**src/rtl/div_pkg.sv**
```systemverilog
// Shared types for the shift/subtract divider: FSM state encoding and
// the iteration-counter width helper.
package div_pkg;

    typedef enum logic [1:0] {
        IDLE  = 2'd0,
        CALC  = 2'd1,
        FIXUP = 2'd2,
        DONE  = 2'd3
    } div_state_t;

    localparam int DEF_WIDTH = 8;

    // Counter must hold 0..WIDTH-1 with headroom up to WIDTH.
    function automatic int cnt_width(input int width);
        return $clog2(width + 1);
    endfunction

    localparam int DEF_CNT_W = cnt_width(DEF_WIDTH);

endpackage

```
**src/rtl/div_step.sv**
```systemverilog
// One restoring shift-subtract iteration on the {A,Q} register pair.
module div_step #(
    parameter int WIDTH = 8
) (
    input  logic [WIDTH:0]   a,
    input  logic [WIDTH-1:0] q,
    input  logic [WIDTH-1:0] b,
    output logic [WIDTH:0]   a_next,
    output logic [WIDTH-1:0] q_next
);
    logic [WIDTH+1:0] shifted;
    logic             ge;

    always_comb begin
        shifted = {a, q[WIDTH-1]};
        ge      = shifted >= {2'b00, b};
        a_next  = ge ? (WIDTH+1)'(shifted - {2'b00, b}) : shifted[WIDTH:0];
        q_next  = {q[WIDTH-2:0], ge};
    end
endmodule

```
**src/rtl/shift_sub_divider.sv**
```systemverilog
// Sequential restoring divider, one quotient bit per cycle.
// Define DIV_SIGNED_EN for two's-complement operands (truncating toward zero).
module shift_sub_divider
    import div_pkg::*;
#(
    parameter int WIDTH = DEF_WIDTH
) (
    input  logic             Clk,
    input  logic             Reset_n,
    input  logic             Run,
    input  logic             Clear_LoadB,
    input  logic [WIDTH-1:0] S,
    output logic [WIDTH-1:0] Q,
    output logic [WIDTH-1:0] R,
    output logic [WIDTH-1:0] B,
    output logic             Busy,
    output logic             Done,
    output logic             DivZero
);
    localparam int CNT_W = cnt_width(WIDTH);

    div_state_t       state, state_nxt;
    logic [WIDTH:0]   a_reg;
    logic [CNT_W-1:0] cnt;
    logic             load, start, last_step;
    logic [WIDTH-1:0] s_mag, b_op;
    logic [WIDTH:0]   a_step;
    logic [WIDTH-1:0] q_step;

`ifdef DIV_SIGNED_EN
    logic q_neg, r_neg;
    assign s_mag = S[WIDTH-1] ? -S : S;
    assign b_op  = B[WIDTH-1] ? -B : B;
`else
    assign s_mag = S;
    assign b_op  = B;
`endif

    assign Busy = (state == CALC) || (state == FIXUP);

    div_step #(.WIDTH(WIDTH)) u_step (
        .a      (a_reg),
        .q      (Q),
        .b      (b_op),
        .a_next (a_step),
        .q_next (q_step)
    );

    always_ff @(posedge Clk or negedge Reset_n) begin
        if (!Reset_n) state <= IDLE;
        else          state <= state_nxt;
    end

    always_comb begin
        state_nxt = state;
        load      = 1'b0;
        start     = 1'b0;
        last_step = (cnt == CNT_W'(WIDTH - 1));
        case (state)
            IDLE: begin
                load  = Clear_LoadB;
                start = !Clear_LoadB && Run;
                if (start) state_nxt = (B == '0) ? DONE : CALC;
            end
            CALC:    if (last_step) state_nxt = FIXUP;
            FIXUP:   state_nxt = DONE;
            DONE:    if (!Run) state_nxt = IDLE;
            default: state_nxt = IDLE;
        endcase
    end

    always_ff @(posedge Clk or negedge Reset_n) begin
        if (!Reset_n) begin
            Q       <= '0;
            R       <= '0;
            B       <= '0;
            a_reg   <= '0;
            cnt     <= '0;
            Done    <= 1'b0;
            DivZero <= 1'b0;
`ifdef DIV_SIGNED_EN
            q_neg   <= 1'b0;
            r_neg   <= 1'b0;
`endif
        end else if (load) begin
            B       <= S;
            Q       <= '0;
            R       <= '0;
            Done    <= 1'b0;
            DivZero <= 1'b0;
        end else if (start) begin
            a_reg   <= '0;
            cnt     <= '0;
            DivZero <= (B == '0);
            // Zero divisor bypasses CALC: saturated quotient, raw dividend as remainder.
            if (B == '0) begin
                Q    <= '1;
                R    <= S;
                Done <= 1'b1;
            end else begin
                Q    <= s_mag;
                Done <= 1'b0;
            end
`ifdef DIV_SIGNED_EN
            q_neg <= S[WIDTH-1] ^ B[WIDTH-1];
            r_neg <= S[WIDTH-1];
`endif
        end else if (state == CALC) begin
            a_reg <= a_step;
            Q     <= q_step;
            cnt   <= cnt + CNT_W'(1);
        end else if (state == FIXUP) begin
            Done <= 1'b1;
`ifdef DIV_SIGNED_EN
            R <= r_neg ? -a_reg[WIDTH-1:0] : a_reg[WIDTH-1:0];
            Q <= q_neg ? -Q : Q;
`else
            R <= a_reg[WIDTH-1:0];
`endif
        end
    end
endmodule

```
**config.mk**
```make
export PLATFORM = sky130hd
export DESIGN_NAME = shift_sub_divider
export DESIGN_NICKNAME = d
export VERILOG_FILES = /design/src/rtl/div_pkg.sv /design/src/rtl/div_step.sv /design/src/rtl/shift_sub_divider.sv
export SDC_FILE = /design/constraint.sdc
export NUM_CORES = 1
export LEC_CHECK = 0
export CAP_MARGIN = 20
export CORE_MARGIN = 10
export CORE_UTILIZATION = 45
export DETAILED_ROUTE_END_ITERATION = 10
export GPL_ROUTABILITY_DRIVEN = 1
export HOLD_SLACK_MARGIN = 0.05
export PLACE_DENSITY_LB_ADDON = 0.2
export SYNTH_ARGS = -nofsm -noshare
export SYNTH_HDL_FRONTEND = slang
export SYNTH_HIERARCHICAL = 1
export SYNTH_SLANG_ARGS = --single-unit
```
**constraint.sdc**
```tcl
create_clock -name Clk -period 2.2 [get_ports Clk]
set_clock_uncertainty 0.15 [all_clocks]
set_input_delay 0.44 -clock Clk [delete_from_list [all_inputs] [get_ports Clk]]
set_output_delay 0.44 -clock Clk [all_outputs]
set_load 0.05 [all_outputs]
```
## Word-level counts from Yosys, hierarchy flattened

Cells that the tools add are included.

- Bitwise logic cells: 1
- Add/subtract/negate cells: 2
- Muxes and demuxes: 28
- Magnitude comparators: 1
- Equal/unequal tests: 9
- Reduce and logical (&&, ||, !) cells: 13

Operators by type and width:

| kind | count |
|---|---|
| 8-bit two-way mux | 9 |
| 9-bit two-way mux | 3 |
| 10-bit by 8-bit >= comparator with 1-bit output | 1 |
| 1-bit two-way mux | 9 |
| 9-bit by 8-bit subtractor with 9-bit output | 1 |
| 8-bit zero test | 1 |
| 2-bit two-way mux | 4 |
| 4-bit two-way mux | 2 |
| 2-bit case mux with 4 select lines | 1 |
| 2-bit != test, second input constant | 3 |
| 3-bit AND reduction | 2 |
| 3-bit nonzero test | 2 |
| 4-bit by 1-bit adder with 4-bit output, second input constant | 1 |
| 2-bit == test, second input constant | 2 |
| 4-bit by 3-bit == test with 1-bit output, second input constant | 1 |
| 2-bit AND reduction | 2 |
| 2-bit nonzero test | 2 |
| 3-bit by 2-bit != test with 1-bit output, second input constant | 1 |
| 3-bit != test, second input constant | 1 |
| 2-bit by 1-bit == test with 1-bit output, second input constant | 1 |
| 2-bit zero test | 1 |
| 1-bit logical AND | 1 |
| 1-bit zero test | 1 |
| 1-bit logical OR | 1 |
| 1-bit NOT | 1 |

- Flip-flop bits (word level): 41
- Word-level logic and storage cells: 62
- Input port bits: 12
- Output and inout port bits: 27

## Depth between registers and ports, before layout

- Depth after elaboration: 5
- Gate-level depth with buffers: 11

## Modules after synthesis

Netlist, hierarchy kept.

Modules (own cells, without submodules):

| module | area each (um^2) | instances | seq. area each (um^2) | cells each |
|---|---|---|---|---|
| shift_sub_divider | 1939.4 | 1 | 1026.0 | 162 |
| div_step | 583.1 | 1 | 0.0 | 83 |

## Least setup slack after synthesis

No wires, ideal clock.

- Path kind: register to register
- From: reg B[0]
- To: reg a_reg[1]
- Required time: 1.929 ns
- Path slack: -0.559 ns
- Stages on the path, launching flop included: 9
- Period minus slack after synthesis: 2.759 ns
- Arrival: 2.488 ns
- Setup time: 0.121 ns
- Buffers on the path: 0
- Path through: dfrtp_1 ha_1 inv_1 fa_1 nand3_1 a21oi_1 nor4b_4 mux2_2 a22o_1

- Word-level cells in the longest chain between the ends: 4
- Elaborated cells on any way between the ends: 5
- Classes of those cells: add/sub: 1; order compare: 1; mux: 3

RTL lines:

| element | line | text |
|---|---|---|
| from (decl) | shift_sub_divider.sv:15 | `output logic [WIDTH-1:0] B,` |
| from (signal assigned) | shift_sub_divider.sv:76 | `B <= '0;` |
| from (signal assigned) | shift_sub_divider.sv:86 | `B <= S;` |
| 9-bit by 8-bit subtractor with 9-bit output or 10-bit by 8-bit >= comparator with 1-bit output (tied branches) | div_step.sv:17, div_step.sv:16 |  |
| 9-bit two-way mux * | div_step.sv:17 | `a_next = ge ? (WIDTH+1)'(shifted - {2'b00, b}) : shifted[WIDTH:0];` |
| via a_step[1] | shift_sub_divider.sv:27 | `logic [WIDTH:0] a_step;` |
| 9-bit two-way mux * | shift_sub_divider.sv:108 | `end else if (state == CALC) begin` |
| 9-bit two-way mux * | shift_sub_divider.sv:91 | `end else if (start) begin` |
| to (signal assigned) | shift_sub_divider.sv:109 | `a_reg <= a_step;` |
| to (decl) | shift_sub_divider.sv:23 | `logic [WIDTH:0] a_reg;` |

The timed path passes the listed nets; every way through them passes the cells marked *. The select of a mux whose other input is x is not followed.
A chain may end at the register's enable or synchronous reset.

## Final worst setup path

- From: reg Q[7]
- To: reg a_reg[1]

- Word-level cells in the longest chain between the ends: 4
- Elaborated cells on any way between the ends: 5
- Classes of those cells: add/sub: 1; order compare: 1; mux: 3

RTL lines:

| element | line | text |
|---|---|---|
| from (decl) | shift_sub_divider.sv:13 | `output logic [WIDTH-1:0] Q,` |
| from (signal assigned) | shift_sub_divider.sv:101 | `Q <= s_mag;` |
| from (signal assigned) | shift_sub_divider.sv:110 | `Q <= q_step;` |
| 9-bit by 8-bit subtractor with 9-bit output or 10-bit by 8-bit >= comparator with 1-bit output (tied branches) | div_step.sv:17, div_step.sv:16 |  |
| 9-bit two-way mux * | div_step.sv:17 |  |
| via a_step[1] | shift_sub_divider.sv:27 |  |
| 9-bit two-way mux * | shift_sub_divider.sv:108 |  |
| 9-bit two-way mux * | shift_sub_divider.sv:91 |  |

Marks and branches as above.

==> run_results.csv <==
group,metric,value,unit
status,status,"complete, but fails checks",
status,violations,"setup timing",
detailed_routing,viasPerCell,5.44,
power_and_ir_drop,seqPwrFrac,0.208,
sta,rsz0062_at_grt,"yes",
worst_setup_path,critical_path.endpoint_type,"register",
worst_setup_path,cp.arrival,2.34,ns
detailed_routing,wl_per_cell,17.1,um
sta,setup_viol,7,
die,dieArea,9000,um^2
cts,cts.reportedPaths.clkPinSlew,0.08,ns
worst_setup_path,crit_type,"reg -> reg",
run,cap_violations,0,
layout,final_common_cell,"buf_4",
power_and_ir_drop,switching_share,0.460,
layout,area_growth,38.5,%
sta,final-hold-violation-count,0,
worst_setup_path,crit_path_frequent_cell,"inv_2",
synthesis,postSynthAreaPerCell,10.3,um^2
cts,cts_buffer_depth,2,
sta,setup_ws,-0.104,ns
synthesis,syn-num-nets,272,
cts,clk_latency,0.30,ns
sta,tightest_slew,0.522,ns
detailed_routing,drc,0,
worst_setup_path,path_delay_family,"adder cells",
detailed_routing,route.met3.wl,372,um
power_and_ir_drop,leakagePower,1.57,nW
synthesis,synth_edf_count,0,
layout,final_cell_mix,"buf_4 (52), dfrtp_1 (32), nand2_1 (30)",
sta,finalCritPeriodShare,1.05,
synthesis,ys_async_sr_fraction,1.00,
worst_setup_path,cp_cell_sequence,"inv_2, ha_4, inv_2, fa_2, nand3_4, a21oi_4, nor4b_4, buf_4, mux2_4, a22o_1",
detailed_routing,wl,6740,um
sta,maxSlewHeadroom,0.651,
synthesis,synth_flop_cell,"dfrtp_1",
global_routing,antenna_found_initial,0,
worst_setup_path,worstPathRequired,2.24,ns
power_and_ir_drop,p_comb_frac,0.695,
worst_setup_path,cp.buffers_inverters,3,
power_and_ir_drop,p_clk_frac,0.097,
die,num_rows,27,
detailed_routing,firstDrtPassIters,4,
die,die_width,94.9,um
sta,layout_min_cycle_time,2.30,ns
detailed_routing,highest_layer,"met4",
global_routing,grt_pass1_wl,11100,um
placement,hpwl,5210,um
synthesis,ys_ff_latch,41,
worst_setup_path,slowest_stage,"dfrtp_2",
synthesis,yosysWarnings,6,
detailed_routing,drtIter0Drc,78,
synthesis,netlist_area,2520,um^2
detailed_routing,wl_met2,3240,um
power_and_ir_drop,ir_drop,1.16,mV
global_routing,grt_max_degree,42,
die,start_util,0.461,
power_and_ir_drop,power_density,1780,nW/um^2
die,die_h,94.9,um
min_path,hp-class,"reg -> reg",
detailed_routing,wl_met1,3060,um
global_routing,overflow,0,
sta,fmax,434,MHz
worst_setup_path,cpPeakStageDelay,0.41,ns
cts,cts_tree,"done",
layout,drive_above_1_share,0.348,
worst_setup_path,cp-start-kind,"register",
layout,num-nets-final,348,
power_and_ir_drop,p_sw,2.85,mW
placement,place_congestion,0.906,
synthesis,postSynthCellCount,245,
cts,htree_levels,2,
cts,numCtsBuffers,5,
synthesis,synth-seq-area-share,0.407,
sta,fin_tns_setup,-0.248,ns
placement,portBuffers,38,
layout,largest_register_ffs,9,
die,core_area,5470,um^2
cts,clock_sinks,41,
cts,root_buffer,"clkbuf_8",
sta,drv_slew,0,
layout,n_antenna_cell,0,
global_routing,track_usage,0.156,
global_routing,first_global_vias,2246,
detailed_routing,final_antenna_net_count,0,
synthesis,ys_types,52,
power_and_ir_drop,p_int,3.36,mW
detailed_routing,vias,2143,
die,io_pins,39,
worst_setup_path,crit_path_max_fanout,6,
layout,postLayoutCoreUtil,0.638,
==> cells by family (layout without fill, tap and decap cells) <==
kind of cell,after synthesis,count (layout),synth area share
flops,41,41,0.407
compound gates,66,66,0.192
fa+ha+maj,15,15,0.0774
buf+inv,32,109,0.0744
simple gates,71,71,0.167
xor+xnor,4,4,0.0139
mux,16,16,0.0685
==> Yosys cell counts (4+ instances only) <==
| library cell | count | area [um^2] |
|---|---|---|
| buf_4 | 9 | 67.6 |
| ha_1 | 14 | 175 |
| a21oi_1 | 11 | 55.1 |
| inv_1 | 15 | 56.3 |
| o221ai_1 | 5 | 43.8 |
| o21ai_0 | 12 | 60.1 |
| a22o_1 | 10 | 87.6 |
| buf_6 | 4 | 45.0 |
| nor2_1 | 7 | 26.3 |
| dfrtp_1 | 41 | 1030 |
| nand2_1 | 31 | 116 |
| nand2b_1 | 4 | 25.0 |
| o2bb2ai_1 | 8 | 70.1 |
| mux2_2 | 10 | 113 |
| a21boi_0 | 5 | 37.5 |
| mux2i_1 | 6 | 60.1 |
==> power by group through the flow <==
| stage | registers (mW) | clock network, mW | logic (mW) |
|---|---|---|---|
| floorplan | 1.99 | 0 | 2.02 |
| global placement | 1.29 | 0 | 4.06 |
| detailed placement | 1.29 | 0 | 4.11 |
| CTS | 1.29 | 0.619 | 4.21 |
| global route | 1.33 | 0.640 | 4.68 |
| finish | 1.29 | 0.601 | 4.32 |
==> cell type report <==
class                      instances  area (um^2)
clock buffer                       6         72.6
clock inverter                     2         35.0
fill                             465         1980
inverter                          15         56.3
multi-input combinational        172         1430
sequential                        41         1040
tap                               72         90.1
timing repair buffer              86          776
==> final timing paths <==
path	startpoint	endpoint	slack (ns)	cells after the start
setup / recovery	Q[7]$_DFFE_PN0P_	a_reg[1]$_DFFE_PN0P_	-0.10	10
hold / removal	DivZero$_DFFE_PN0P_	DivZero$_DFFE_PN0P_	0.33	2
setup reg to reg	Q[7]$_DFFE_PN0P_	a_reg[1]$_DFFE_PN0P_	-0.10	10
hold reg to reg	DivZero$_DFFE_PN0P_	DivZero$_DFFE_PN0P_	0.33	2
max in group asynchronous	Reset_n	B[0]$_DFFE_PN0P_	1.18	3
min in group asynchronous	Reset_n	Q[4]$_DFFE_PN0P_	0.49	3
==> metal layers <==
layer | vias to the layer above | GRT usage
li1 | 1028 | -
met1 | 1054 | 0.195
met2 | 54 | 0.258
met3 | 7 | 0.0404
met4 | 0 | 0.0474
met5 | - | 0
==> repair_timing <==
| item | 4_1_cts | 5_1_grt |
|---|---|---|
| buffers inserted | 2 | 2 |
| pin swaps | 1 | 9 |
| setup endpoints to repair | 8 | 12 |
| gates resized for setup | 3 | 12 |
| endpoints found under the hold margin | 41 | 0 |
| hold buffers | 1 | 0 |
==> metrics by stage <==
stage	setup slack [ns]	cell area (um^2)	power (mW)	std cells	hold WS, ns
6_report	-0.104	3490	6.21	394	0.328
5_1_grt	-0.166	3490	6.66	394	0.364
4_1_cts	-0.121	3440	6.11	392	0.339
3_5_place_dp	-0.123	3270	5.40	381	0.282
3_3_place_gp	-0.0780	3270	5.35	381	0.280
2_1_floorplan	-0.191	2580	4.02	245	-0.00559
==> worst register-to-register path: stages (launching register included) <==
cell     delay, ns
dfrtp_2       0.41
inv_2         0.08
ha_4          0.13
inv_2         0.03
fa_2          0.38
nand3_4       0.10
a21oi_4       0.07
nor4b_4       0.20
buf_4         0.18
mux2_4        0.30
a22o_1        0.18
No activity file was read; power rests on OpenSTA's default activity.
